$ cat src/rtl/sram_responder_pkg.sv
// Shared encodings and defaults for the SRAM responder and its link register.
package sram_responder_pkg;
  typedef enum logic [1:0] {S_IDLE, S_READ, S_WRITE, S_FINISH} state_t;

  localparam int DEF_READ_WAIT  = 2;
  localparam int DEF_WRITE_WAIT = 2;
  localparam int CNT_W          = 16;

  localparam logic [31:0] SC_OK   = 32'h1;
  localparam logic [31:0] SC_FAIL = 32'h0;
endpackage

$ cat src/rtl/sram_responder_link_reg.sv
// LL/SC reservation: one word address plus a valid flag; any clear beats a set.
module sram_link_reg #(
  parameter int ADDR_W = 20
) (
  input  logic              clk,
  input  logic              rst,
  input  logic              clr,
  input  logic              set,
  input  logic [ADDR_W-1:0] set_addr,
  input  logic [ADDR_W-1:0] cmp_addr,
  output logic              valid,
  output logic [ADDR_W-1:0] addr,
  output logic              hit
);
  always_ff @(posedge clk) begin
    if (rst) begin
      valid <= 1'b0;
      addr  <= '0;
    end else if (clr) begin
      valid <= 1'b0;
    end else if (set) begin
      valid <= 1'b1;
      addr  <= set_addr;
    end
  end

  assign hit = valid && (addr == cmp_addr);
endmodule

$ cat src/rtl/sram_responder.sv
// Bus-to-async-SRAM responder: one transaction at a time, programmable wait states, LL/SC link.
module sram_responder
  import sram_responder_pkg::*;
#(
  parameter int ADDR_W     = 20,
  parameter int READ_WAIT  = DEF_READ_WAIT,
  parameter int WRITE_WAIT = DEF_WRITE_WAIT
) (
  input  logic              clk,
  input  logic              rst,
  input  logic [31:0]       mem_addr,
  input  logic [31:0]       mem_wdata,
  input  logic [3:0]        mem_sel,
  input  logic              mem_en,
  input  logic              mem_wen_n,
  input  logic              ll_i,
  input  logic              sc_i,
  input  logic              link_clear,
  output logic [31:0]       mem_rdata,
  output logic              done,
  output logic [ADDR_W-1:0] sram_addr,
  output logic [31:0]       sram_dq_o,
  input  logic [31:0]       sram_dq_i,
  output logic              sram_dq_oe,
  output logic              sram_ce_n,
  output logic              sram_oe_n,
  output logic              sram_we_n,
  output logic [3:0]        sram_be_n
);
  localparam logic [CNT_W-1:0] RD_LAST = CNT_W'(READ_WAIT - 1);
  localparam logic [CNT_W-1:0] WR_LAST = CNT_W'(WRITE_WAIT + 1);
  localparam logic [CNT_W-1:0] WE_END  = CNT_W'(WRITE_WAIT);

  state_t            state;
  logic [CNT_W-1:0]  cnt;
  logic              ll_q, sc_q;
  logic              link_valid, link_hit, link_set, link_clr;
  logic [ADDR_W-1:0] link_addr, req_word;
  logic              rd_last, wr_last, sc_miss;
  logic              unused_addr_bits;

  assign req_word         = mem_addr[ADDR_W+1:2];
  assign unused_addr_bits = ^{mem_addr[31:ADDR_W+2], mem_addr[1:0]};

  assign rd_last  = (state == S_READ) && mem_en && (cnt == RD_LAST);
  assign wr_last  = (state == S_WRITE) && (cnt == WR_LAST);
  assign sc_miss  = (state == S_IDLE) && mem_en && !mem_wen_n && sc_i && !link_hit;
  assign link_set = rd_last && ll_q;
  // Any SC ends the reservation, as does a plain write landing on the linked word.
  assign link_clr = link_clear || sc_miss ||
                    (wr_last && (sc_q || (link_addr == sram_addr)));

  sram_link_reg #(.ADDR_W(ADDR_W)) u_link (
    .clk     (clk),
    .rst     (rst),
    .clr     (link_clr),
    .set     (link_set),
    .set_addr(sram_addr),
    .cmp_addr(req_word),
    .valid   (link_valid),
    .addr    (link_addr),
    .hit     (link_hit)
  );

  always_ff @(posedge clk) begin
    if (rst) begin
      state      <= S_IDLE;
      cnt        <= '0;
      ll_q       <= 1'b0;
      sc_q       <= 1'b0;
      done       <= 1'b0;
      mem_rdata  <= '0;
      sram_addr  <= '0;
      sram_dq_o  <= '0;
      sram_dq_oe <= 1'b0;
      sram_ce_n  <= 1'b1;
      sram_oe_n  <= 1'b1;
      sram_we_n  <= 1'b1;
      sram_be_n  <= 4'hF;
    end else begin
      done <= 1'b0;
      case (state)
        S_IDLE: begin
          if (mem_en) begin
            sram_addr <= req_word;
            sram_dq_o <= mem_wdata;
            ll_q      <= ll_i;
            sc_q      <= sc_i;
            cnt       <= '0;
            if (mem_wen_n) begin
              state     <= S_READ;
              sram_ce_n <= 1'b0;
              sram_oe_n <= 1'b0;
              sram_be_n <= 4'h0;
            end else if (!sc_i || link_hit) begin
              state      <= S_WRITE;
              sram_ce_n  <= 1'b0;
              sram_dq_oe <= 1'b1;
              sram_be_n  <= mem_sel;
            end else begin
              state     <= S_FINISH;
              done      <= 1'b1;
              mem_rdata <= SC_FAIL;
            end
          end
        end
        S_READ: begin
          if (!mem_en || rd_last) begin
            state     <= mem_en ? S_FINISH : S_IDLE;
            done      <= mem_en;
            sram_ce_n <= 1'b1;
            sram_oe_n <= 1'b1;
            sram_be_n <= 4'hF;
            if (mem_en) mem_rdata <= sram_dq_i;
          end else begin
            cnt <= cnt + 1'b1;
          end
        end
        S_WRITE: begin
          if (wr_last) begin
            state      <= S_FINISH;
            done       <= 1'b1;
            sram_ce_n  <= 1'b1;
            sram_we_n  <= 1'b1;
            sram_dq_oe <= 1'b0;
            sram_be_n  <= 4'hF;
            if (sc_q) mem_rdata <= SC_OK;
          end else begin
            cnt <= cnt + 1'b1;
            // we_n for the next cycle: low after the setup cycle, high again for the hold cycle.
            sram_we_n <= (cnt >= WE_END);
          end
        end
        default: state <= S_IDLE;
      endcase
    end
  end
endmodule

$ cat config.mk
export PLATFORM = sky130hd
export DESIGN_NAME = sram_responder
export DESIGN_NICKNAME = d
export VERILOG_FILES = /design/src/rtl/sram_responder_pkg.sv /design/src/rtl/sram_responder_link_reg.sv /design/src/rtl/sram_responder.sv
export SDC_FILE = /design/constraint.sdc
export NUM_CORES = 1
export LEC_CHECK = 0
export ABC_AREA = 1
export ABC_CLOCK_PERIOD_IN_PS = 3500
export CAP_MARGIN = 20
export CORE_ASPECT_RATIO = 1.1
export CORE_MARGIN = 2
export CORE_UTILIZATION = 51
export DETAILED_ROUTE_END_ITERATION = 16
export PLACE_DENSITY = 0.86
export SLEW_MARGIN = 15
export SYNTH_ARGS = -nofsm -noshare
export SYNTH_HDL_FRONTEND = slang
export SYNTH_HIERARCHICAL = 1
export SYNTH_SLANG_ARGS = --single-unit
$ cat constraint.sdc
create_clock -name clk -period 3.5 [get_ports clk]
set_clock_uncertainty 0.2 [all_clocks]
set_input_delay 0.7 -clock clk [delete_from_list [all_inputs] [get_ports clk]]
set_output_delay 0.7 -clock clk [all_outputs]
set_load 0.005 [all_outputs]
* After elaboration in Yosys (flattened, before gate mapping) *
Cells that the tools add are included.

storage, ports and cells
  bits in registers = 134
  bits in latches = 0
  bits in writable memories = 0
  memory bits (read-only) = 0
  input bits = 107
  output and inout port bits = 93
  word-level logic and storage cells = 114
  memories kept = 0

operators by class
  $add $sub $neg = 1
  $mul = 0
  divide/modulo/power cells = 0
  order comparisons = 1
  equality and inequality tests = 18
  shift operators = 0
  multiplexer cells = 46
  bitwise gates (word level) = 1
  reduce and logical (&&, ||, !) cells = 32

operators with widths
  kind                   count
  $mux 32                7
  $pmux 32 s3            1
  $mux 16                3
  $pmux 16 s3            1
  $eq 20x20->1           2
  $mux 4                 5
  $mux 1                 18
  $ne 2x2->1 const B     9
  $add 16x1->16 const B  1
  $eq 16x1->1 const B    1
  $eq 16x2->1 const B    1
  $ge 16x2->1 const B    1
  $pmux 4 s3             1
  $logic_and 1x1->1      10
  $mux 2                 5
  $reduce_and 5->1       2
  $reduce_and 4->1       2
  $reduce_and 8->1       1
  $pmux 1 s3             2
  $pmux 2 s3             1
  $logic_or 1x1->1       5
  $logic_not 1->1        4
  $ne 2x1->1 const B     2
  $pmux 1 s2             2
  10 further kinds       12

* Depth between registers and ports, before layout *
  word-level depth = 9
  mapped depth = 19
  gate-level depth less buffers = 18

* Cells and area by module *
The synthesis kept the hierarchy.

modules (own cells, without submodules)
  module          instances  cells each  area each (µm²)  sequential area each (µm²)
  sram_responder  1          791         5421.4           2262.2
  sram_link_reg   1          175         1158.6           420.4

* Least setup slack after synthesis *
OpenSTA, ideal clock, no wires.

  kind = input-to-reg
  start point = input port mem_addr[5]
  end point = register u_link.addr[13]
  library setup time = 0.134 ns
  arrival = 2.116 ns
  required time = 3.166 ns
  setup slack = 1.050 ns
  cell stages on the path = 18
  buffers on the path = 1
  cell sequence = inv_1 nand2_1 nand2_1 nor2_1 nand2_1 nor2_1 nand2_1 nor2_1 inv_1 nand2_1 nor3_1 nor2_1 nand2_1 nor2_4 inv_4 buf_2 nor2_1 a211oi_2

on the way
  cells in the longest elaborated chain, start to end = 8

RTL lines
  element                         line                           source
  from (decl)                     sram_responder.sv:11           input logic [31:0] mem_addr,
  $eq 20x20->1                    sram_responder_link_reg.sv:27  assign hit = valid && (addr == cmp_addr);
  $logic_and 1x1->1               sram_responder_link_reg.sv:27
  named net link_hit              sram_responder.sv:37           logic link_valid, link_hit, link_set, link_clr;
  $logic_not 1->1                 sram_responder.sv:47           assign sc_miss = (state == S_IDLE) && mem_en && !mem_wen_n && sc_i && !link_hit;
  $logic_and 1x1->1               sram_responder.sv:47
  $logic_or 1x1->1 (2 in series)  sram_responder.sv:50           assign link_clr = link_clear || sc_miss ||
  named net link_clr              sram_responder.sv:37
  $not 1->1 (no line)             --
  $reduce_and 2->1 (no line)      --
  to (signal assigned)            sram_responder_link_reg.sv:23  addr <= set_addr;
  to (decl)                       sram_responder_link_reg.sv:12  output logic [ADDR_W-1:0] addr,

The timed path passes the listed nets, and every way through them passes these cells.
A chain may end at the register's enable or synchronous reset.

* Final worst setup path *
  start point = input port mem_addr[19]
  end point = register mem_rdata[31]

on the way
  cells in the longest elaborated chain, start to end = 5

RTL lines
  element                     line                           source
  $eq 20x20->1                sram_responder_link_reg.sv:27
  $logic_and 1x1->1           sram_responder_link_reg.sv:27
  named net link_hit          sram_responder.sv:37
  $logic_or 1x1->1            sram_responder.sv:95           end else if (!sc_i || link_hit) begin
  $ne 2x2->1 (no line)        --
  $reduce_and 8->1 (no line)  --
  to (signal assigned)        sram_responder.sv:114          if (mem_en) mem_rdata <= sram_dq_i;
  to (decl)                   sram_responder.sv:19           output logic [31:0] mem_rdata,

The timed path passes the listed nets, and every way through them passes these cells.

==> results by group <==
Status
  • Status: finished clean

Critical path
  • Required time at the endpoint of the critical path: 3570 ps
  • Data arrival time at the worst-slack endpoint: 2950 ps
  • Terminus of the critical flop-to-flop path: mem_rdata[17]
  • Critical Path Slowest Stage Cell: clkdlybuf4s50_1
  • Worst path max stage delay: 510 ps
  • Depth of the most critical reg-to-reg path: 11
  • Register-to-register setup slack: 880 ps
  • Critical Path Source Type: primary input
  • Stages on the worst setup path: 19
  • Critical Setup Path Class: in -> reg
  • Worst path bufs/invs: 4
  • Most common cell on crit path: nand2_1
  • R2R Path Start: cnt[1]
  • Ordered list of cells on the worst path: clkdlybuf4s50_1 > inv_1 > nand2_1 > nand2_1 > nor2_1 > nand2_1 > nor2_1 > nand2_1 > nor2_1 > inv_1 > nand2_1 > nand2_1 > a21oi_1 > nor2_1 > nand2_4 > buf_4 > o21bai_1 > nand2_1 > nor2_1
  • Critical Path Sink Type: register
  • Critical path origin: mem_addr[19]
  • Top cell family by delay on the critical path: simple AND/OR/NAND/NOR gates
  • Top fanout value on the critical path: 20

Pwr
  • Share of power burned in registers: 0.318
  • Leakage power summed over all cells: 0.00375 uW
  • Switch Pwr: 2310 uW
  • Switching part of the total power: 0.354
  • Power density of the placed cells: 717 nW/um^2
  • Clock network fraction of total power: 0.272
  • Combinational group share of total power: 0.410
  • Worst VDD drop: 449 uV
  • Internal power: 4220 uW

Placement
  • Half-perimeter wire length after placement: 12.2 mm
  • RePlAce Congestion: 0.877
  • Port Buffers: 187
  • Placed inst area: 8510 sq um

Routing
  • Vias: 6733
  • Avg Vias per Cell: 5.15
  • Number of detailed-route iterations in the first pass: 5
  • Iter 0 DRT Violations: 517
  • Number of design rule violations left after detail routing: 0
  • Final wirelength: 18.0 mm
  • Final routed wire length divided by cell count: 13.8 um
  • Number of nets still failing antenna checks after routing: 0

STA
  • Number of endpoints with negative hold slack in the final report: 0
  • Hold slack final: 251 ps
  • Share of the clock period used by the worst path: 0.822
  • Pins over their slew limit: 0
  • Maximum clock rate: 347 MHz
  • Worst-Margin Slew: 731 ps
  • Total negative slack for setup checks: 0 ps
  • Setup violators final: 0
  • Normalized max-slew margin: 0.513
  • Crit path time final: 2880 ps
  • Setup repair after global routing missed its margin: no

CTS
  • Maximum count of clock buffers along a single path: 2
  • Clock tree from TritonCTS: yes
  • Number of resized instances in the post-cts repair step: 0
  • Total clock sinks: 134
  • Buffer count from post-CTS setup fixing: 0
  • Clk pin slew, worst setup/hold paths: 60 ps
  • Source-to-sink clock delay at the later pin of the worst-skew pair: 420 ps
  • Root Buffer Master: clkbuf_16
  • H-tree levels: 4
  • Number of buffers inserted for hold repair after clock tree synthesis: 0
  • Total CTS buffers: 17

Global routing
  • Via count of the first global-routing pass: 5979
  • Grt ovf: 0
  • Global routing usage summed across all routing layers: 0.258
  • Pin count of the biggest net entering global routing: 60
  • First-pass GRT wire length: 28.7 mm
  • Initial antenna violation count: 0

Min path
  • Type of the worst min-delay path: reg -> reg
  • Hold_sp: sram_be_n[3]
  • Number of instances on the worst hold path: 2
  • Worst Hold Path EP: sram_be_n[3]

Logic synthesis
  • Ys Warns: 6
  • Cell area after synthesis: 6580 sq um
  • Number of synthesized register bits: 134
  • Synth Area per Inst: 6.81 sq um
  • Seq/Total Area, Yosys: 0.408
  • Total nets after synthesis: 1080
  • Library cells used by synthesis: 33
  • Post-synthesis cell count: 966

Die
  • Effective utilization at floorplan: 0.523
  • Top-level port count: 200
  • Overall die height: 123 um
  • Die outline width: 112 um
  • Core Area: 12600 sq um
  • Die ar.: 13800 sq um
  • Number of placement rows: 43

Layout
  • Fraction of layout cells with a size suffix above 1: 0.0738
  • Layout fillers: 993
  • Antenna cells: 0
  • Final design area excluding fillers: 9110 sq um
  • Net count, final: 1252
  • Area overhead of the layout relative to synthesis: 38.5%

Flow run
  • Count of maximum capacitance violations: 0
## Yosys cell counts
cell type / number / area share
a211oi_2: 12 / 0.023
a21boi_0: 1 / 0.0011
a21oi_1: 32 / 0.024
a21oi_2: 2 / 0.0027
and2_1: 1 / 0.00095
buf_1: 1 / 0.00057
buf_2: 8 / 0.0061
buf_6: 8 / 0.014
clkbuf_1: 28 / 0.016
clkbuf_2: 1 / 0.00076
clkinv_1: 1 / 0.00057
dfxtp_1: 134 / 0.41
ha_1: 7 / 0.013
inv_1: 57 / 0.033
inv_2: 1 / 0.00057
inv_4: 1 / 0.00095
nand2_1: 239 / 0.14
nand2_2: 17 / 0.016
nand2_4: 1 / 0.0017
nand3_1: 38 / 0.029
nand4_1: 16 / 0.015
nor2_1: 240 / 0.14
nor2_2: 2 / 0.0019
nor2_4: 3 / 0.0051
nor2_8: 1 / 0.0030
nor3_1: 4 / 0.0030
o2111ai_1: 1 / 0.0013
o21ai_0: 59 / 0.045
o21bai_1: 20 / 0.023
o22ai_1: 4 / 0.0038
or2_2: 1 / 0.00095
xnor2_1: 12 / 0.016
xor2_1: 13 / 0.017
## cells in the final DEF (no fill, tap or decap), types with 3 or more instances in the layout
master,count
o21bai_1,20
buf_4,10
clkinv_2,4
xnor2_1,12
o22ai_1,4
o21ai_0,59
nand4_1,16
a211oi_2,12
xor2_1,13
nor3_1,4
nand2_2,17
clkbuf_8,5
clkbuf_16,17
nor2_1,240
ha_1,7
nor2_4,3
nand2_1,239
nand3_1,38
a21oi_1,32
clkdlybuf4s50_1,186
inv_1,56
dfxtp_1,134
## cell families after synthesis
logic type / Yosys count / synth area share
buffers and inverters: 106 / 0.0717
and+or+nand+nor: 563 / 0.350
xor gates and xnor gates: 25 / 0.0333
adders and majority gates: 7 / 0.0133
DFF: 134 / 0.408
AOI/OAI and AO/OA: 131 / 0.124
## per-layer routing
metal  share of wire  wire length (um)  global-route usage  vias up
li1                -                 -                   -     3391
met1            0.42              7510               0.314     3081
met2            0.50              8920               0.438      216
met3           0.053               956              0.0549       45
met4           0.033               601               0.123        0
met5               0                 0                   0        -
## power groups by stage
| stage | Combinational [uW] | Sequential, uW | Clock [uW] |
|---|---|---|---|
| after floorplan | 1600 | 2110 | 0 |
| after global placement | 2610 | 2090 | 0 |
| after detailed placement | 2650 | 2100 | 0 |
| after CTS | 2690 | 2080 | 1800 |
| after global routing | 2990 | 2120 | 1870 |
| final | 2680 | 2080 | 1780 |
## how the worst max path moves through the flow
| stage | end | slack [ps] |
|---|---|---|
| 6_report | mem_rdata[31] | 620 |
| 5_1_grt | mem_rdata[31] | 400 |
| 4_1_cts | mem_rdata[31] | 680 |
| 3_5_place_dp | mem_rdata[17] | 280 |
| 3_3_place_gp | mem_rdata[22] | 330 |
| 2_1_floorplan | u_link/addr[13] | 1050 |
## state kept, by name (all words and copies together) (netlist names)
name,cells
cnt,16
done,1
ll_q,1
mem_rdata,32
sc_q,1
sram_addr,20
sram_be_n,4
sram_ce_n,1
sram_dq_o,32
sram_dq_oe,1
sram_oe_n,1
sram_we_n,1
state,2
u_link/addr,20
u_link/valid,1
## cell type report
type | instances | area (sq um) | area share
clock buffers | 24 | 502 | 0.0551
clock inverters | 8 | 95.1 | 0.0104
inverters | 60 | 228 | 0.0250
multi-input cells | 726 | 3430 | 0.376
flip-flops and latches | 134 | 2680 | 0.294
well taps | 157 | 196 | 0.0216
repair buffers | 199 | 1980 | 0.218
## worst reg2reg max path: stages, from the launching register on
cell	delay, ps
dfxtp_1	440
ha_1	350
nand2_1	110
nor2_2	150
nand2_2	80
nand2_2	110
nand2_2	290
nor2_8	400
buf_12	190
nand2_1	50
nand2_1	60
nor2_1	40
## per-stage QoR
stage / std cells / setup WS, ps / total power (uW) / util
after global routing: 1308 / 405 / 6980 / 0.724
after global placement: 1276 / 335 / 4700 / 0.676
after detailed placement: 1276 / 281 / 4760 / 0.676
final: 1308 / 622 / 6530 / 0.724
after floorplan: 966 / 1050 / 3710 / -
after CTS: 1308 / 679 / 6560 / 0.724
Note: power is estimated with default switching activity, not from simulation.
